[config.mk]
export PLATFORM = sky130hd
export DESIGN_NAME = fifo_uart_tx
export DESIGN_NICKNAME = d
export VERILOG_FILES = /design/src/rtl/fifo_uart_tx_pkg.sv /design/src/rtl/uart_baud_counter.sv /design/src/rtl/fifo_uart_tx.sv
export SDC_FILE = /design/constraint.sdc
export NUM_CORES = 1
export LEC_CHECK = 0
export ABC_AREA = 0
export BUFFER_PORTS_ARGS = -buffer_cell sky130_fd_sc_hd__buf_2
export CORE_MARGIN = 1
export CORE_UTILIZATION = 60
export DETAILED_ROUTE_END_ITERATION = 6
export HOLD_SLACK_MARGIN = 0.12
export PLACE_DENSITY = 0.9
export SYNTH_ARGS = -nofsm -noshare
export SYNTH_HDL_FRONTEND = slang
export SYNTH_SLANG_ARGS = --single-unit
export TNS_END_PERCENT = 50
[constraint.sdc]
create_clock -name uart_clk -period 3.9 [get_ports uart_clk]
set_input_delay 0.195 -clock uart_clk [delete_from_list [all_inputs] [get_ports uart_clk]]
set_output_delay 0.195 -clock uart_clk [all_outputs]
set_load 0.05 [all_outputs]
[src/rtl/fifo_uart_tx_pkg.sv]
// Shared types for the FIFO-draining UART transmitter: FSM state encoding,
// the single-bit alias and the default baud divisor.
package fifo_uart_tx_pkg;

    typedef logic bit_t;

    typedef enum logic [2:0] {
        IDLE,
        POP,
        WAIT,
        START,
        DATA,
        STOP
    } tx_state_t;

    // 50 MHz / 115200 baud
    localparam int UART_BAUD_DIV_DEFAULT = 434;

endpackage

[src/rtl/uart_baud_counter.sv]
// Bit-period timer: counts BAUD_DIV cycles and pulses tick on the last one.
// clear holds it at zero so every bit period starts from a full count.
module uart_baud_counter
    import fifo_uart_tx_pkg::*;
#(
    parameter int BAUD_DIV = UART_BAUD_DIV_DEFAULT
) (
    input  logic uart_clk,
    input  logic reset,
    input  logic clear,
    output logic tick
);

    localparam int CNT_W = (BAUD_DIV > 1) ? $clog2(BAUD_DIV) : 1;
    localparam logic [CNT_W-1:0] LAST_CNT = CNT_W'(BAUD_DIV - 1);

    logic [CNT_W-1:0] cnt_reg;
    logic             terminal;

    assign terminal = (cnt_reg == LAST_CNT);
    assign tick     = !clear && terminal;

    always_ff @(posedge uart_clk or posedge reset) begin
        if (reset) begin
            cnt_reg <= '0;
        end else if (clear || terminal) begin
            cnt_reg <= '0;
        end else begin
            cnt_reg <= cnt_reg + CNT_W'(1);
        end
    end

endmodule

[src/rtl/fifo_uart_tx.sv]
// FIFO read-side consumer: pops one word when allowed and sends it as an
// 8N1-style frame (start, LSB-first data, stop) on tx.
module fifo_uart_tx
    import fifo_uart_tx_pkg::*;
#(
    parameter int DATA_WIDTH = 8,
    parameter int BAUD_DIV   = UART_BAUD_DIV_DEFAULT
) (
    input  logic                  uart_clk,
    input  logic                  reset,
    input  logic                  tx_en,
    input  logic                  empty,
    input  logic [DATA_WIDTH-1:0] dataoutput,
    output logic                  pop,
    output logic                  tx,
    output logic                  busy
);

    localparam int BIT_W = (DATA_WIDTH > 1) ? $clog2(DATA_WIDTH) : 1;
    localparam logic [BIT_W-1:0] LAST_BIT = BIT_W'(DATA_WIDTH - 1);

    tx_state_t             state_reg;
    logic [DATA_WIDTH-1:0] data_reg;
    logic [DATA_WIDTH-1:0] data_shift_next;
    logic [BIT_W-1:0]      bit_cnt_reg;
    bit_t                  tx_reg;
    logic                  can_start;
    logic                  baud_clear;
    logic                  baud_tick;

    assign can_start       = tx_en && !empty;
    assign data_shift_next = data_reg >> 1;

    // Only the serial phases are timed; the counter sits at zero otherwise.
    assign baud_clear = (state_reg == IDLE) || (state_reg == POP) || (state_reg == WAIT);

    uart_baud_counter #(
        .BAUD_DIV(BAUD_DIV)
    ) u_baud (
        .uart_clk(uart_clk),
        .reset   (reset),
        .clear   (baud_clear),
        .tick    (baud_tick)
    );

    always_ff @(posedge uart_clk or posedge reset) begin
        if (reset) begin
            state_reg   <= IDLE;
            data_reg    <= '0;
            bit_cnt_reg <= '0;
            tx_reg      <= 1'b1;
        end else begin
            case (state_reg)
                IDLE: begin
                    tx_reg <= 1'b1;
                    if (can_start) begin
                        state_reg <= POP;
                    end
                end
                POP: begin
                    state_reg <= WAIT;
                end
                WAIT: begin
                    // FIFO read data is valid now, one cycle after the pop strobe.
                    data_reg  <= dataoutput;
                    tx_reg    <= 1'b0;
                    state_reg <= START;
                end
                START: begin
                    if (baud_tick) begin
                        tx_reg      <= data_reg[0];
                        bit_cnt_reg <= '0;
                        state_reg   <= DATA;
                    end
                end
                DATA: begin
                    if (baud_tick) begin
                        if (bit_cnt_reg == LAST_BIT) begin
                            tx_reg      <= 1'b1;
                            bit_cnt_reg <= '0;
                            state_reg   <= STOP;
                        end else begin
                            data_reg    <= data_shift_next;
                            tx_reg      <= data_shift_next[0];
                            bit_cnt_reg <= bit_cnt_reg + BIT_W'(1);
                        end
                    end
                end
                STOP: begin
                    // empty/tx_en are looked at again only on the last stop cycle.
                    if (baud_tick) begin
                        state_reg <= can_start ? POP : IDLE;
                    end
                end
                default: begin
                    state_reg <= IDLE;
                    tx_reg    <= 1'b1;
                end
            endcase
        end
    end

    assign pop  = (state_reg == POP);
    assign tx   = tx_reg;
    assign busy = (state_reg != IDLE);

endmodule

After elaboration in Yosys (flattened, before gate mapping)
Index checks and enable logic that the tools add are counted.
{"block": "totals", "word_cells": 56, "reg_bits": 24}
{"block": "classes", "add_sub_neg": 2, "bitwise_logic": 1, "mux": 19, "reduce_logical": 16, "eq_ne": 13}
{"cell": "$mux 3", "n": 8}
{"cell": "$pmux 3 s6", "n": 1}
{"cell": "$mux 8", "n": 2}
{"cell": "$pmux 8 s2", "n": 1}
{"cell": "$ne 2x2->1 const B", "n": 6}
{"cell": "$add 9x1->9 const B", "n": 1}
{"cell": "$eq 3x3->1 const B", "n": 3}
{"cell": "$eq 9x9->1 const B", "n": 1}
{"cell": "$mux 9", "n": 1}
{"cell": "$reduce_and 3->1", "n": 3}
{"cell": "$eq 3x2->1 const B", "n": 2}
{"cell": "$pmux 3 s2", "n": 1}
{"cell": "$reduce_and 5->1", "n": 1}
{"cell": "$mux 1", "n": 4}
{"cell": "$pmux 1 s4", "n": 1}
{"cell": "$reduce_bool 2->1", "n": 2}
{"cell": "$add 3x1->3 const B", "n": 1}
{"cell": "$eq 3x1->1 const B", "n": 1}
{"cell": "$logic_not 3->1", "n": 1}
{"cell": "$logic_or 1x1->1", "n": 3}
{"cell": "$reduce_bool 3->1", "n": 1}
{"cell": "$logic_and 1x1->1", "n": 2}
{"cell": "$logic_not 1->1", "n": 2}
{"cell": "$reduce_or 2->1", "n": 1}
{"cell": "$not 1->1", "n": 1}

Depth between registers and ports, before layout
Gate-level depths: netlist (run 1).
{"block": "logic_depth", "depth_word": 7, "mapped_depth": 7}

By module
Synthesis (run 1) repeated with hierarchy kept, for this count alone.
{"block": "hier_totals", "cells_unflattened": 141, "hier_area_um2": 1333.8}
{"mod": "fifo_uart_tx", "instances": 1, "area_each_um2": 843.3, "cells_per_inst": 92}
{"mod": "uart_baud_counter", "instances": 1, "area_each_um2": 490.5, "cells_per_inst": 49}

Worst setup path after synthesis (run 1)
OpenSTA, ideal clock, no wires.
{"block": "synth_timing", "path_kind": "reg2reg", "from": "register u_baud.cnt_reg[0]", "to": "register data_reg[0]", "period_less_slack_ns": 1.766, "t_arrival_ns": 1.641, "path_buffers": 1, "path_stages_with_launch": 7, "path_slack_ns": 2.134, "setup_time_ns": 0.125, "path_cell_list": "dfrtp_1 > ha_1 > and4b_4 > and2_0 > buf_4 > a21oi_4 > mux2_2"}
{"block": "synth_via", "elab_chain_cells": 4}
{"element": "start: declaration", "line_no": "uart_baud_counter.sv:17", "source": "logic [CNT_W-1:0] cnt_reg;"}
{"element": "start signal: assignment", "line_no": "uart_baud_counter.sv:29", "source": "cnt_reg <= cnt_reg + CNT_W'(1);"}
{"element": "$eq 9x9->1", "line_no": "uart_baud_counter.sv:20", "source": "assign terminal = (cnt_reg == LAST_CNT);"}
{"element": "$logic_and 1x1->1", "line_no": "uart_baud_counter.sv:21", "source": "assign tick = !clear && terminal;"}
{"element": "$ne 2x2->1 (no line)"}
{"element": "$reduce_and 3->1 (no line)"}
{"element": "end signal: assignment", "line_no": "fifo_uart_tx.sv:65", "source": "data_reg <= dataoutput;"}
{"element": "end signal: assignment", "line_no": "fifo_uart_tx.sv:83", "source": "data_reg <= data_shift_next;"}
{"element": "end: declaration", "line_no": "fifo_uart_tx.sv:23", "source": "logic [DATA_WIDTH-1:0] data_reg;"}
No other way between the ends.
A chain may end at the register's enable or synchronous reset.

Worst setup path after layout (run 1)
{"block": "layout_timing", "from": "register u_baud.cnt_reg[0]", "to": "register data_reg[1]"}
The elaborated chain is that of the path after synthesis.

==> out/results.txt, run 1 <==
The tools report the launch instance of the worst min-delay path as dataoutput[5]. For the final routed database, the setup TNS stands at 0 ns. The logs give 953 for the count of vias placed by the detailed router and 32.6% for the clock share of power. The worst pin sits at a relative slew slack of 41.17%. The critical path capture point type was a register.

Based on the critical path, the design can be clocked at up to 506.7 MHz. For the maximum level of the CTS H-tree, the log shows 1. Summed over all layers, the routed wires come to 2228 um. Dividing total power by cell area gives a power density of 284.9 nW/um2.

Dividing the detail-routed wire length by the instance count gives 13.59 um. The area used by sequential logic in the layout is 601.8 um2. After clock tree synthesis, the repair step resized 0 gates. Maximum number of pins on one net before global-route repair: 25. The endpoint required time on the critical path came out at 4.12 ns. The area growth from synthesis to layout is 8.444%. The insertion delay of the later-clocked pin in the worst-skew pair was 0.32 ns; the number of pins with negative max-slew slack in the final report was 0.

The initial antenna violation count was 0; the number of CTS-inserted buffers was 3. The proportion of layout cells with a drive suffix above 1 was 30.66%; the cell area after synthesis was 1319 um2. After layout, the worst setup slack is 1.927 ns. Dividing the detail-routed via count by the number of cells gives 5.811. The slew at the pin closest to its max-slew limit was 0.8815 ns. After synthesis, the cell types taking the most area are dfrtp_1, mux2_2, a21oi_1.

The final setup skew was 0.006493 ns. Sequential fraction of design power: 62.6%. The initial core utilization was 65.22%. The tools report the filler cell count in the final layout as 146. The setup check on the worst reg-to-reg path leaves a slack of 1.93 ns.

Internal power comes to 0.0003212 W. The Yosys step of the flow raised 0 warnings. The congestion estimate from routability-driven global placement came to 0.8885. Number of buffers on the longest clock path: 2.

The first global-routing pass estimated 3974 um of wire. For the synthesized netlist net count, the log shows 141. Of the available clock period, the critical path in the final layout requires 50.60%. The class of the tightest hold or removal check is in -> reg. Setup repair after global routing left no endpoint under its margin. Remaining number of nets flagged by the antenna check after routing: 0. For this run, the number of standard cells in the final layout without fillers is 164. Vertical extent of the die: 48.88 um. Of all cell types, the one taking the most synthesized area is dfrtp_1. The worst register-to-register path has a depth of 5. Kind of launch point of the worst setup path: a register. The run gives 972 as the via count of the first global-routing pass. The sequential-to-total area share from yosys stat is 45.64%. The tree is rooted in a clkbuf_4. The total design power was 0.0004074 W; the post-synthesis sequential element count was 24. The number of placed instances, taps included, is 159. Along the worst path, the maximum fanout reaches 8. The path with the worst hold slack has its endpoint at data_reg[5]. After clock tree synthesis, the clock-pin slew on the worst setup and hold paths is 0.13 ns. After detailed routing, the number of remaining DRC violations is 0. The die boundary width is 48.88 um, and the switching portion of total power is 21.16%. The tools report the total half-perimeter wirelength after legalization and detailed placement as 1628 um. The flow ran to the end, and the final reports show no timing, DRC or antenna violations. The share of total power dissipated in combinational logic is 4.8%. The register with the most flip-flops in the layout has 9 of them. The area enclosed by the die boundary came out at 2389 um2. The worst register-to-register path ends at data_reg[1]. The overflow left after global routing is 0. The critical path is of the reg -> reg type. Max-cap violations in this run came to 0. TritonCTS built the clock tree. The repair_antennas step left the layout with diodes totalling 0. At the end of the flow, the number of nets in the layout was 154.

The proportion of netlist area held by the largest area contributor was 43.64%; the final hold violation count was 0. OpenSTA, run right after detailed placement, puts the worst setup slack at 1.954 ns. The total number of clock tree sinks came out at 24. The floorplan has 16 rows. The analysis attributes to net switching a power of 0.00008620 W. Global routing used 21.83% of the available tracks across all layers. The number of placed I/O pins was 15; the number of input and output port buffers inserted was 14. Worst reg2reg path startpoint: u_baud.cnt_reg[0]. The tools report the multi-input gate area in the final layout as 663.1 um2. The data arrival time of the critical path came out at 2.19 ns. The routed design could run at a clock period as short as 1.973 ns. The gate count of the mapped netlist is 125, and the setup-violating endpoint count in the final report is 0. Each instance of the synthesized netlist takes up on average 10.55 um2.

In this run, distinct cell masters in the synthesized netlist total 39. IR analysis of the VDD net gives a maximum drop of 0.0002376 V. In this run the standard cell core region covers 2022 um2. The number of DRC violations after detailed-routing iteration 0 is 13, and the leakage power is 0.6470 nW. The first-pass iteration count of the detailed router was 4; the worst hold path stage count was 3.
## final cells by class
| cell class | instances | area share [%] |
|---|---|---|
| repair buffers | 15 | 5.599 |
| well taps | 27 | 2.362 |
| flip-flops and latches | 24 | 42.08 |
| multi-input cells | 90 | 46.37 |
| inverters | 4 | 1.050 |
| clock buffers | 4 | 2.537 |
## worst max-delay path, stage by stage, from the launching register on
cell	delay [ns]
dfrtp_1	0.43
ha_1	0.21
and4b_4	0.22
and2_0	0.30
a21oi_4	0.33
mux2_2	0.38
## power groups by stage
stage	Sequential (W)	Clock [W]	Combinational (W)
3_5_place_dp	0.000260	0	0.0000194
6_report	0.000255	0.000133	0.0000195
4_1_cts	0.000255	0.000135	0.0000202
2_1_floorplan	0.000259	0	0.0000119
3_3_place_gp	0.000260	0	0.0000184
5_1_grt	0.000256	0.000143	0.0000225
## cell usage after synthesis
cell	number
dfrtp_1	23
mux2_2	15
a21oi_1	11
nor2_1	10
o21ai_0	5
buf_2	4
ha_1	4
inv_1	4
nand2_1	4
nand2b_1	4
nand3_1	3
nor3_1	3
or3_1	3
xnor2_1	3
a21o_2	2
buf_4	2
o22ai_1	2
xor2_1	2
a211oi_1	1
a21boi_0	1
a21oi_4	1
a221oi_1	1
a31o_2	1
a31oi_1	1
and2_0	1
and3_2	1
and4b_4	1
and4bb_4	1
buf_1	1
dfstp_2	1
mux2i_1	1
nor2_2	1
nor2b_1	1
nor3b_1	1
nor4_1	1
o21ai_1	1
o21bai_1	1
o22a_1	1
or4_1	1
## how the worst max path moves through the flow
| stage | cells after the start | from | endpoint |
|---|---|---|---|
| floorplan | 6 | u_baud.cnt_reg[0] | data_reg[0] |
| global placement | 4 | state_reg[1] | data_reg[4] |
| detailed placement | 5 | u_baud.cnt_reg[0] | data_reg[6] |
| CTS | 5 | u_baud.cnt_reg[0] | data_reg[6] |
| global route | 5 | u_baud.cnt_reg[0] | data_reg[6] |
| finish | 5 | u_baud.cnt_reg[0] | data_reg[1] |
## what timing repair did
item / in CTS / in global routing
endpoints found under the hold margin: 23 / 0
setup endpoints to repair: 0 / 0
buffers inserted: 0 / 0
hold buffers: 1 / 0
## cells in the final DEF (no fill, tap or decap), drive strengths merged
| cell | instances |
|---|---|
| and3 | 1 |
| a31oi | 1 |
| nand2b | 4 |
| xor2 | 2 |
| inv | 4 |
| and2 | 1 |
| a21o | 2 |
| o21ai | 6 |
| o21bai | 1 |
| dfstp | 1 |
| a211oi | 1 |
| buf | 14 |
| o22ai | 2 |
| a31o | 1 |
| nor3 | 3 |
| nand2 | 4 |
| nor2 | 11 |
| xnor2 | 3 |
| mux2i | 1 |
| nor3b | 1 |
| or3 | 3 |
| mux2 | 15 |
| dfrtp | 23 |
| nor2b | 1 |
| nor4 | 1 |
| a221oi | 1 |
| or4 | 1 |
| dlygate4sd3 | 1 |
| nand3 | 3 |
| and4bb | 1 |
| o22a | 1 |
| a21boi | 1 |
| a21oi | 12 |
| and4b | 1 |
| clkbuf | 4 |
| ha | 4 |
## through the flow
step	util (%)	hold slack, ns	instance area (um2)
6_report	70.73	0.2219	1430
3_3_place_gp	68.44	0.4158	1384
3_5_place_dp	68.44	0.4282	1384
2_1_floorplan	-	0.2089	1319
4_1_cts	70.73	0.2250	1430
5_1_grt	70.73	0.2274	1430
## cell families after synthesis
logic type / after synthesis / share of synthesized area, %
multiplexers: 16 / 13.57
AND/OR/NAND/NOR: 36 / 15.47
adder cells (fa/ha/maj): 4 / 3.795
AO/OA/AOI/OAI: 29 / 14.14
buffers and inverters: 11 / 4.079
XOR/XNOR: 5 / 3.321
flip-flops: 24 / 45.64
## metal layers
metal  global-route usage (%)  up-vias  share of wire, %
met5                        0        -                 0
met4                    9.804        0               1.7
met3                    4.050        5               3.4
met2                    39.58       17                52
met1                    24.74      462                43
li1                         -      469                 -
Power figures use the tool's default switching activity.
==> inputs of run 2 (changes only) <==
--- a/config.mk
+++ b/config.mk
@@ -8,10 +8,10 @@
 export ABC_AREA = 0
 export BUFFER_PORTS_ARGS = -buffer_cell sky130_fd_sc_hd__buf_2
 export CORE_MARGIN = 1
-export CORE_UTILIZATION = 60
+export CORE_UTILIZATION = 51
 export DETAILED_ROUTE_END_ITERATION = 6
 export HOLD_SLACK_MARGIN = 0.12
-export PLACE_DENSITY = 0.9
+export PLACE_DENSITY = 0.82
 export SYNTH_ARGS = -nofsm -noshare
 export SYNTH_HDL_FRONTEND = slang
 export SYNTH_SLANG_ARGS = --single-unit
==> constraint.sdc (replaced) <==
create_clock -name uart_clk -period 1.7 [get_ports uart_clk]
set_input_delay 0.085 -clock uart_clk [delete_from_list [all_inputs] [get_ports uart_clk]]
set_output_delay 0.085 -clock uart_clk [all_outputs]
set_load 0.05 [all_outputs]
==> run 2 against run 1 <==
Power grew 120%. Final cell count grew 12%. Die area grew 17%. The run now ends with negative setup slack left. Clock power grew 95%. Hold slack lost 0.092 ns. Count of clock-buffer cells in the layout is the same. Non-clock buffer count grew 17. Critical path depth grew 2. Via count grew 9.3%. Sequential power grew 130%. First-iteration DRC count grew 23%. Setup slack lost 1.9 ns.
==> out/results.txt, run 2 (synthesis results as in run 1) <==
Series of cell instances along the critical path: inv_1, ha_2, and4b_4, buf_6, nand2_4, or4_4, o21ai_2 (was ha_1, and4b_4, and2_0, a21oi_4, mux2_2). The minimum clock period came out at 1.722 ns (was 1.973 ns). The logs give 0 (unchanged) for the overflow left after global routing and 0.004746 ns (was 0.006493 ns) for the final setup skew. The total half-perimeter wirelength after legalization and detailed placement came out at 1977 um (was 1628 um). The tools report the count of maximum capacitance violations as 0 (unchanged). Initial core utilization: 53.72% (was 65.22%).

The logs give 0 (unchanged) for the number of buffers inserted to repair setup after CTS and 0.0009009 W (was 0.0004074 W) for the total design power. Most common library cell in the layout ignoring fill and taps: dfrtp_1 (unchanged). The filler cell count in the final layout is 173 (was 146). Commonest non-fill, non-tap cells in the layout: dfrtp_1, buf_4, buf_2 (was dfrtp_1, mux2_2, buf_2).

The count of vias placed by the detailed router was 1042 (was 953); the maximum level of the CTS H-tree was 1 (unchanged). The non-filler instance count after layout was 184 (was 164). Leakage power: 0.7853 nW (was 0.6470 nW). The aggregate global-route resource usage was 21.97% (was 21.83%); the antenna diode instance count was 0 (unchanged). Area used by sequential logic in the layout: 601.8 um2 (unchanged). Total wire length: 2787 um (was 2228 um). The tools report the critical path capture point type as a register (unchanged).

The tools report the routability-driven placement congestion ratio as 0.7592 (was 0.8885). The average routed wire per standard cell was 15.15 um (was 13.59 um). Cell type group with the largest total delay on the critical path: simple AND/OR/NAND/NOR gates (unchanged).

The clock-pin transition on the worst setup and hold timing paths was 0.13 ns (about the same). The number of pins with negative max-slew slack in the final report was 0 (unchanged); the number of flip-flops in the largest register was 9 (unchanged). The finished layout cell area was 1625 um2 (was 1430 um2). The class of the tightest hold or removal check was in -> reg (unchanged).

Cell total after placement: 178 (was 159). Worst hold margin: 0.1298 ns (was 0.2219 ns). The synthesis-to-finish area growth is 23.24% (was 8.444%), and the slew at the pin closest to its max-slew limit is 0.3558 ns (was 0.8815 ns).

The core footprint was 2455 um2 (was 2022 um2). The run gives 0 (unchanged) as the remaining number of nets flagged by the antenna check after routing. The slowest cell on the critical path was or4_4 (was dfrtp_1). For the maximum clock rate, the log shows 580.9 MHz (was 506.7 MHz). The kind of launch point of the worst setup path is a register (unchanged). The run gives 1.95 ns (was 4.12 ns) as the endpoint required time on the critical path.

The category of the critical setup timing path is reg -> reg (unchanged). The number of CTS-inserted buffers was 3 (unchanged). Setup repair after global routing could not meet its margin everywhere.

The post-route worst setup slack is -0.02161 ns (was 1.927 ns), and the relative slew slack is 76.23% (was 41.17%). For the area enclosed by the die boundary, the log shows 2793 um2 (was 2389 um2). The insertion delay of the later-clocked pin in the worst-skew pair is 0.31 ns (was 0.32 ns).

The run gives 4374 um (was 3974 um) as the global-route wire length before repair. The mean number of vias per cell works out to 5.663 (was 5.811). The initial antenna violation count was 0 (unchanged). The number of input and output port buffers inserted works out to 14 (unchanged). The root cell of the clock tree is clkbuf_4 (unchanged). The setup-violating endpoint count in the final report is 1 (was 0), and the ratio of total power to cell area is 554.3 nW/um2 (was 284.9 nW/um2). Area of placed instances: 1514 um2 (was 1384 um2). The count of buffer and inverter cells on the critical path is 2 (was 0).

Remaining design rule violation count: 0 (unchanged). The final reports fail on negative setup slack. The number of placed I/O pins was 15 (unchanged). The worst stage delay on the critical path was 0.48 ns (was 0.43 ns); the die boundary width was 52.85 um (was 48.88 um).

The maximum VDD drop is 0.0005154 V (was 0.0002376 V). The standard-cell row count is 18 (was 16). For the final hold violation count, the log shows 0 (unchanged). The total number of clock tree sinks came out at 24 (unchanged). For the data arrival time of the critical path, the log shows 1.97 ns (was 2.19 ns). The logs give 4 (unchanged) for the first-pass iteration count of the detailed router and 2 (unchanged) for the number of buffers on the longest clock path.

The flow ran to the end, but the final reports show violations. The logs give 16 (was 13) for the number of DRC violations after detailed-routing iteration 0 and -0.02161 ns (was 0 ns) for the post-route setup TNS. Vertical extent of the die: 52.85 um (was 48.88 um).

The run gives 730.7 um2 (was 663.1 um2) as the multi-input gate area in the final layout. The run gives 25 (unchanged) as the maximum number of pins on one net before global-route repair. The proportion of layout cells with a drive suffix above 1 was 42.86% (was 30.66%); the highest fanout seen on the critical path was 4 (was 8). TritonCTS built the clock tree. For the number of nets in the final layout, the log shows 171 (was 154).

The tools report the via count of the first global-routing pass as 967 (was 972). The final critical-path share of the clock period was 101.3% (was 50.60%).
==> run 2: final timing paths <==
path | end | cells past startpoint | start | slack, ns
worst min-delay path | data_reg[2] | 3 | dataoutput[2] | 0.13
max in group asynchronous | tx | 4 | reset | 1.05
worst max register to register | bit_cnt_reg[0] | 7 | u_baud.cnt_reg[1] | -0.02
min in group asynchronous | u_baud.cnt_reg[1] | 4 | reset | 0.35
worst max-delay path | bit_cnt_reg[0] | 7 | u_baud.cnt_reg[1] | -0.02
worst min register to register | bit_cnt_reg[0] | 1 | bit_cnt_reg[0] | 0.50
==> run 2: repair_timing <==
action,4_1_cts,5_1_grt
gates resized for setup,11,7
pin swaps,5,4
setup endpoints to repair,10,10
endpoints found under the hold margin,24,1
hold buffers,1,1
==> run 2: where the power goes <==
part	internal (W)	switching [W]	leakage [nW]
clock network	0.0000916	0.000167	0.0150
registers	0.000581	0.00000602	0.279
logic	0.0000332	0.0000223	0.491
==> run 2: routing by layer <==
metal	global-route usage (%)	part of all wire, %
met4	8.333	1.4
met5	0	0
met3	3.161	3.8
met2	37.34	52
met1	28.04	43
==> run 2: worst register-to-register path, delay by kind of cell, from the launching register on <==
kind	cells	cell delay [ns]
adder cells (fa/ha/maj)	1	0.17
buffers and inverters	2	0.19
AND/OR/NAND/NOR	3	0.77
flip-flops	1	0.40
AO/OA/AOI/OAI	1	0.12
==> run 2: stage by stage <==
stage,util [%],setup slack (ns)
global route,66.21,-0.05102
floorplan,-,-0.06119
CTS,64.63,-0.02804
detailed placement,61.67,-0.05747
finish,66.21,-0.02161
global placement,61.67,-0.02421
==> run 2: layout make-up <==
class                      instances  area share, %
clock buffer                       4          1.617
inverter                           4         0.9238
multi-input combinational         90          44.96
sequential                        24          37.03
tap                               30          2.309
timing repair buffer              32          13.16
==> inputs of run 3 (changes only) <==
--- a/config.mk
+++ b/config.mk
@@ -11,7 +11,7 @@
 export CORE_UTILIZATION = 51
 export DETAILED_ROUTE_END_ITERATION = 6
 export HOLD_SLACK_MARGIN = 0.12
-export PLACE_DENSITY = 0.82
+export PLACE_DENSITY = 0.78
 export SYNTH_ARGS = -nofsm -noshare
 export SYNTH_HDL_FRONTEND = slang
 export SYNTH_SLANG_ARGS = --single-unit
==> run 3 against run 2 <==
The flow still finishes with violations (negative setup slack). Utilization grew 2.2 points. Clock power increased by 60%. Via count rose by 3.3%. Final cell count increased by 2.2%. Setup slack improved by 0.013 ns. Critical path depth is the same. Routed wire length is 0.75% lower. Hold slack lost 0.0038 ns.
==> out/results.txt, run 3 (synthesis results as in run 1) <==
The maximum VDD drop is 0.0007249 V (was 0.0005154 V), and the highest fanout seen on the critical path is 4 (unchanged). Area of placed instances: 1514 um2 (unchanged). The run gives 53.72% (unchanged) as the initial core utilization. The class of the tightest hold or removal check was in -> reg (unchanged). The via count of the first global-routing pass was 1007 (was 967); the final critical-path share of the clock period was 100.5% (was 101.3%). The clock share of power was 39.1% (was 28.7%); the total number of clock tree sinks was 24 (unchanged). The setup-violating endpoint count in the final report was 1 (unchanged); the vertical extent of the die was 52.85 um (unchanged). Most common library cell in the layout ignoring fill and taps: dfrtp_1 (unchanged). The data arrival time of the critical path was 1.96 ns (was 1.97 ns); the insertion delay of the later-clocked pin in the worst-skew pair was 0.32 ns (was 0.31 ns). The switching portion of total power is 19.21% (was 21.70%), and the first-pass iteration count of the detailed router is 4 (unchanged). For the number of nets in the final layout, the log shows 175 (was 171).

The maximum clock rate is 585.3 MHz (was 580.9 MHz). Filler cell count in the final layout: 159 (was 173). The mean number of vias per cell is 5.723 (was 5.663). The maximum number of pins on one net before global-route repair is 25 (unchanged), and the cell internal power dissipation is 0.0008553 W (was 0.0007054 W).

The count of vias placed by the detailed router was 1076 (was 1042); the core occupancy in the finished layout was 68.45% (was 66.21%). The count of maximum capacitance violations came out at 0 (unchanged). Setup repair after global routing could not meet its margin everywhere. The final hold violation count was 0 (unchanged); the overflow left after global routing was 0 (unchanged).

The critical path capture point type is a register (unchanged). The net switching power was 0.0002034 W (was 0.0001955 W). The tools report the remaining design rule violation count as 0 (unchanged).

The slowest cell on the critical path was or4_4 (unchanged). The category of the critical setup timing path was reg -> reg (unchanged). The number of input and output port buffers inserted works out to 14 (unchanged). The area enclosed by the die boundary was 2793 um2 (unchanged).

Kind of launch point of the worst setup path: a register (unchanged). Series of cell instances along the critical path: inv_1, ha_2, and4b_4, buf_6, nand2_4, or4_4, o21ai_2 (unchanged). The tools report the number of pins with negative max-slew slack in the final report as 0 (unchanged).

The initial antenna violation count was 0 (unchanged). Routability-driven placement congestion ratio: 0.7669 (was 0.7592). Number of DRC violations after detailed-routing iteration 0: 33 (was 16). The minimum clock period was 1.708 ns (was 1.722 ns); the antenna diode instance count was 0 (unchanged). The number of buffers on the longest clock path is 2 (unchanged), and the sequential fraction of design power is 55.4% (was 65.1%).

TritonCTS built the clock tree. The finished layout cell area came out at 1680 um2 (was 1625 um2). Violations in the final reports: negative setup slack (unchanged). The logs give 15 (unchanged) for the number of placed I/O pins and 1.95 ns (about the same) for the endpoint required time on the critical path. The cell type group with the largest total delay on the critical path is simple AND/OR/NAND/NOR gates (unchanged). Commonest non-fill, non-tap cells in the layout: dfrtp_1, buf_4, buf_2 (unchanged).

The slew at the pin closest to its max-slew limit is 0.3617 ns (was 0.3558 ns), and the number of flip-flops in the largest register is 9 (unchanged). The remaining number of nets flagged by the antenna check after routing was 0 (unchanged); the post-route worst setup slack was -0.008404 ns (was -0.02161 ns). The standard-cell row count is 18 (unchanged), and the total wire length is 2766 um (was 2787 um).

The flow ran to the end, but the final reports show violations. The total design power came out at 0.001059 W (was 0.0009009 W). The maximum level of the CTS H-tree is 1 (unchanged). Root cell of the clock tree: clkbuf_4 (unchanged). The proportion of layout cells with a drive suffix above 1 is 42.41% (was 42.86%), and the relative slew slack is 75.83% (was 76.23%).

Global-route wire length before repair: 4202 um (was 4374 um). The average routed wire per standard cell works out to 14.71 um (was 15.15 um). The final setup skew is 0.003547 ns (was 0.004746 ns), and the core footprint is 2455 um2 (unchanged). The ratio of total power to cell area works out to 630.1 nW/um2 (was 554.3 nW/um2). The clock-pin transition on the worst setup and hold timing paths is 0.13 ns (about the same), and the total half-perimeter wirelength after legalization and detailed placement is 1885 um (was 1977 um). The synthesis-to-finish area growth was 27.42% (was 23.24%). The aggregate global-route resource usage is 20.96% (was 21.97%), and the combinational share of power is 5.5% (was 6.2%). The die boundary width is 52.85 um (unchanged), and the leakage power is 0.8153 nW (was 0.7853 nW).

The count of buffer and inverter cells on the critical path works out to 2 (unchanged). The number of CTS-inserted buffers was 3 (unchanged). The worst stage delay on the critical path works out to 0.48 ns (about the same).
## run 3: changes by cell type in the layout (fill, tap and decap cells not counted)
cell	delta
nor4_1	+1
bufinv_16	+1
mux2_4	+1
buf_4	+2
mux2_2	-1
a21boi_2	-1
a21boi_1	+1
clkbuf_1	-1
nor4_2	-1
dlygate4sd3_1	+2
## run 3: final cells by class
type / instances / area (um2) / area share [%]
tap: 30 / 37.54 / 2.234
inverter: 4 / 15.01 / 0.8935
clock inverter: 1 / 30.03 / 1.787
clock buffer: 3 / 22.52 / 1.340
timing repair buffer: 36 / 249.0 / 14.82
sequential: 24 / 601.8 / 35.82
multi-input combinational: 90 / 724.4 / 43.11
## run 3: worst reg2reg max path, delay by kind of cell (launching register included)
kind                       cells  cell delay [ns]
buffers and inverters          2             0.19
DFF                            1             0.40
adders and majority gates      1             0.16
AOI/OAI and AO/OA              1             0.14
and+or+nand+nor                3             0.76
## run 3: layer usage
metal / vias to the layer above / track usage, % / share of wire, %
li1: 515 / - / -
met1: 530 / 26.67 / 43
met2: 27 / 34.60 / 52
met3: 4 / 2.874 / 3.6
met4: 0 / 10.53 / 1.3
met5: - / 0 / 0
## run 3: power by group through the flow
stage	logic, W	registers, W	clock network, W
2_1_floorplan	0.0000280	0.000595	0
3_3_place_gp	0.0000450	0.000596	0
3_5_place_dp	0.0000472	0.000596	0
4_1_cts	0.0000590	0.000586	0.000420
5_1_grt	0.0000648	0.000588	0.000441
6_report	0.0000583	0.000586	0.000414
## run 3: per-stage QoR
stage / worst slack, ns / hold WS [ns] / setup TNS (ns) / instances
4_1_cts: -0.02713 / 0.1205 / -0.02929 / 187
3_3_place_gp: -0.02595 / 0.1376 / -0.1406 / 178
6_report: -0.008404 / 0.1261 / -0.008404 / 188
2_1_floorplan: -0.06119 / 0.09888 / -0.3894 / 125
5_1_grt: -0.04705 / 0.1250 / -0.2853 / 188
3_5_place_dp: -0.03843 / 0.1414 / -0.2032 / 178
## run 3: what timing repair did
action / CTS / global route
endpoints found under the setup margin: 9 / 10
gates resized for setup: 13 / 4
hold buffers: 4 / 0
hold endpoints to repair: 27 / 0
pin swaps: 5 / 4
setup buffers: 1 / 1
gates cloned: 0 / 0
## run 3: final timing paths
check | startpoint | endpoint | slack (ns) | depth (start not counted)
worst max register to register | u_baud.cnt_reg[1] | bit_cnt_reg[0] | -0.008 | 7
max in group asynchronous | reset | tx | 1.08 | 4
worst min-delay path | dataoutput[4] | data_reg[4] | 0.13 | 3
worst max-delay path | u_baud.cnt_reg[1] | bit_cnt_reg[0] | -0.008 | 7
min in group asynchronous | reset | u_baud.cnt_reg[0] | 0.33 | 4
worst min register to register | data_reg[7] | data_reg[7] | 0.50 | 1
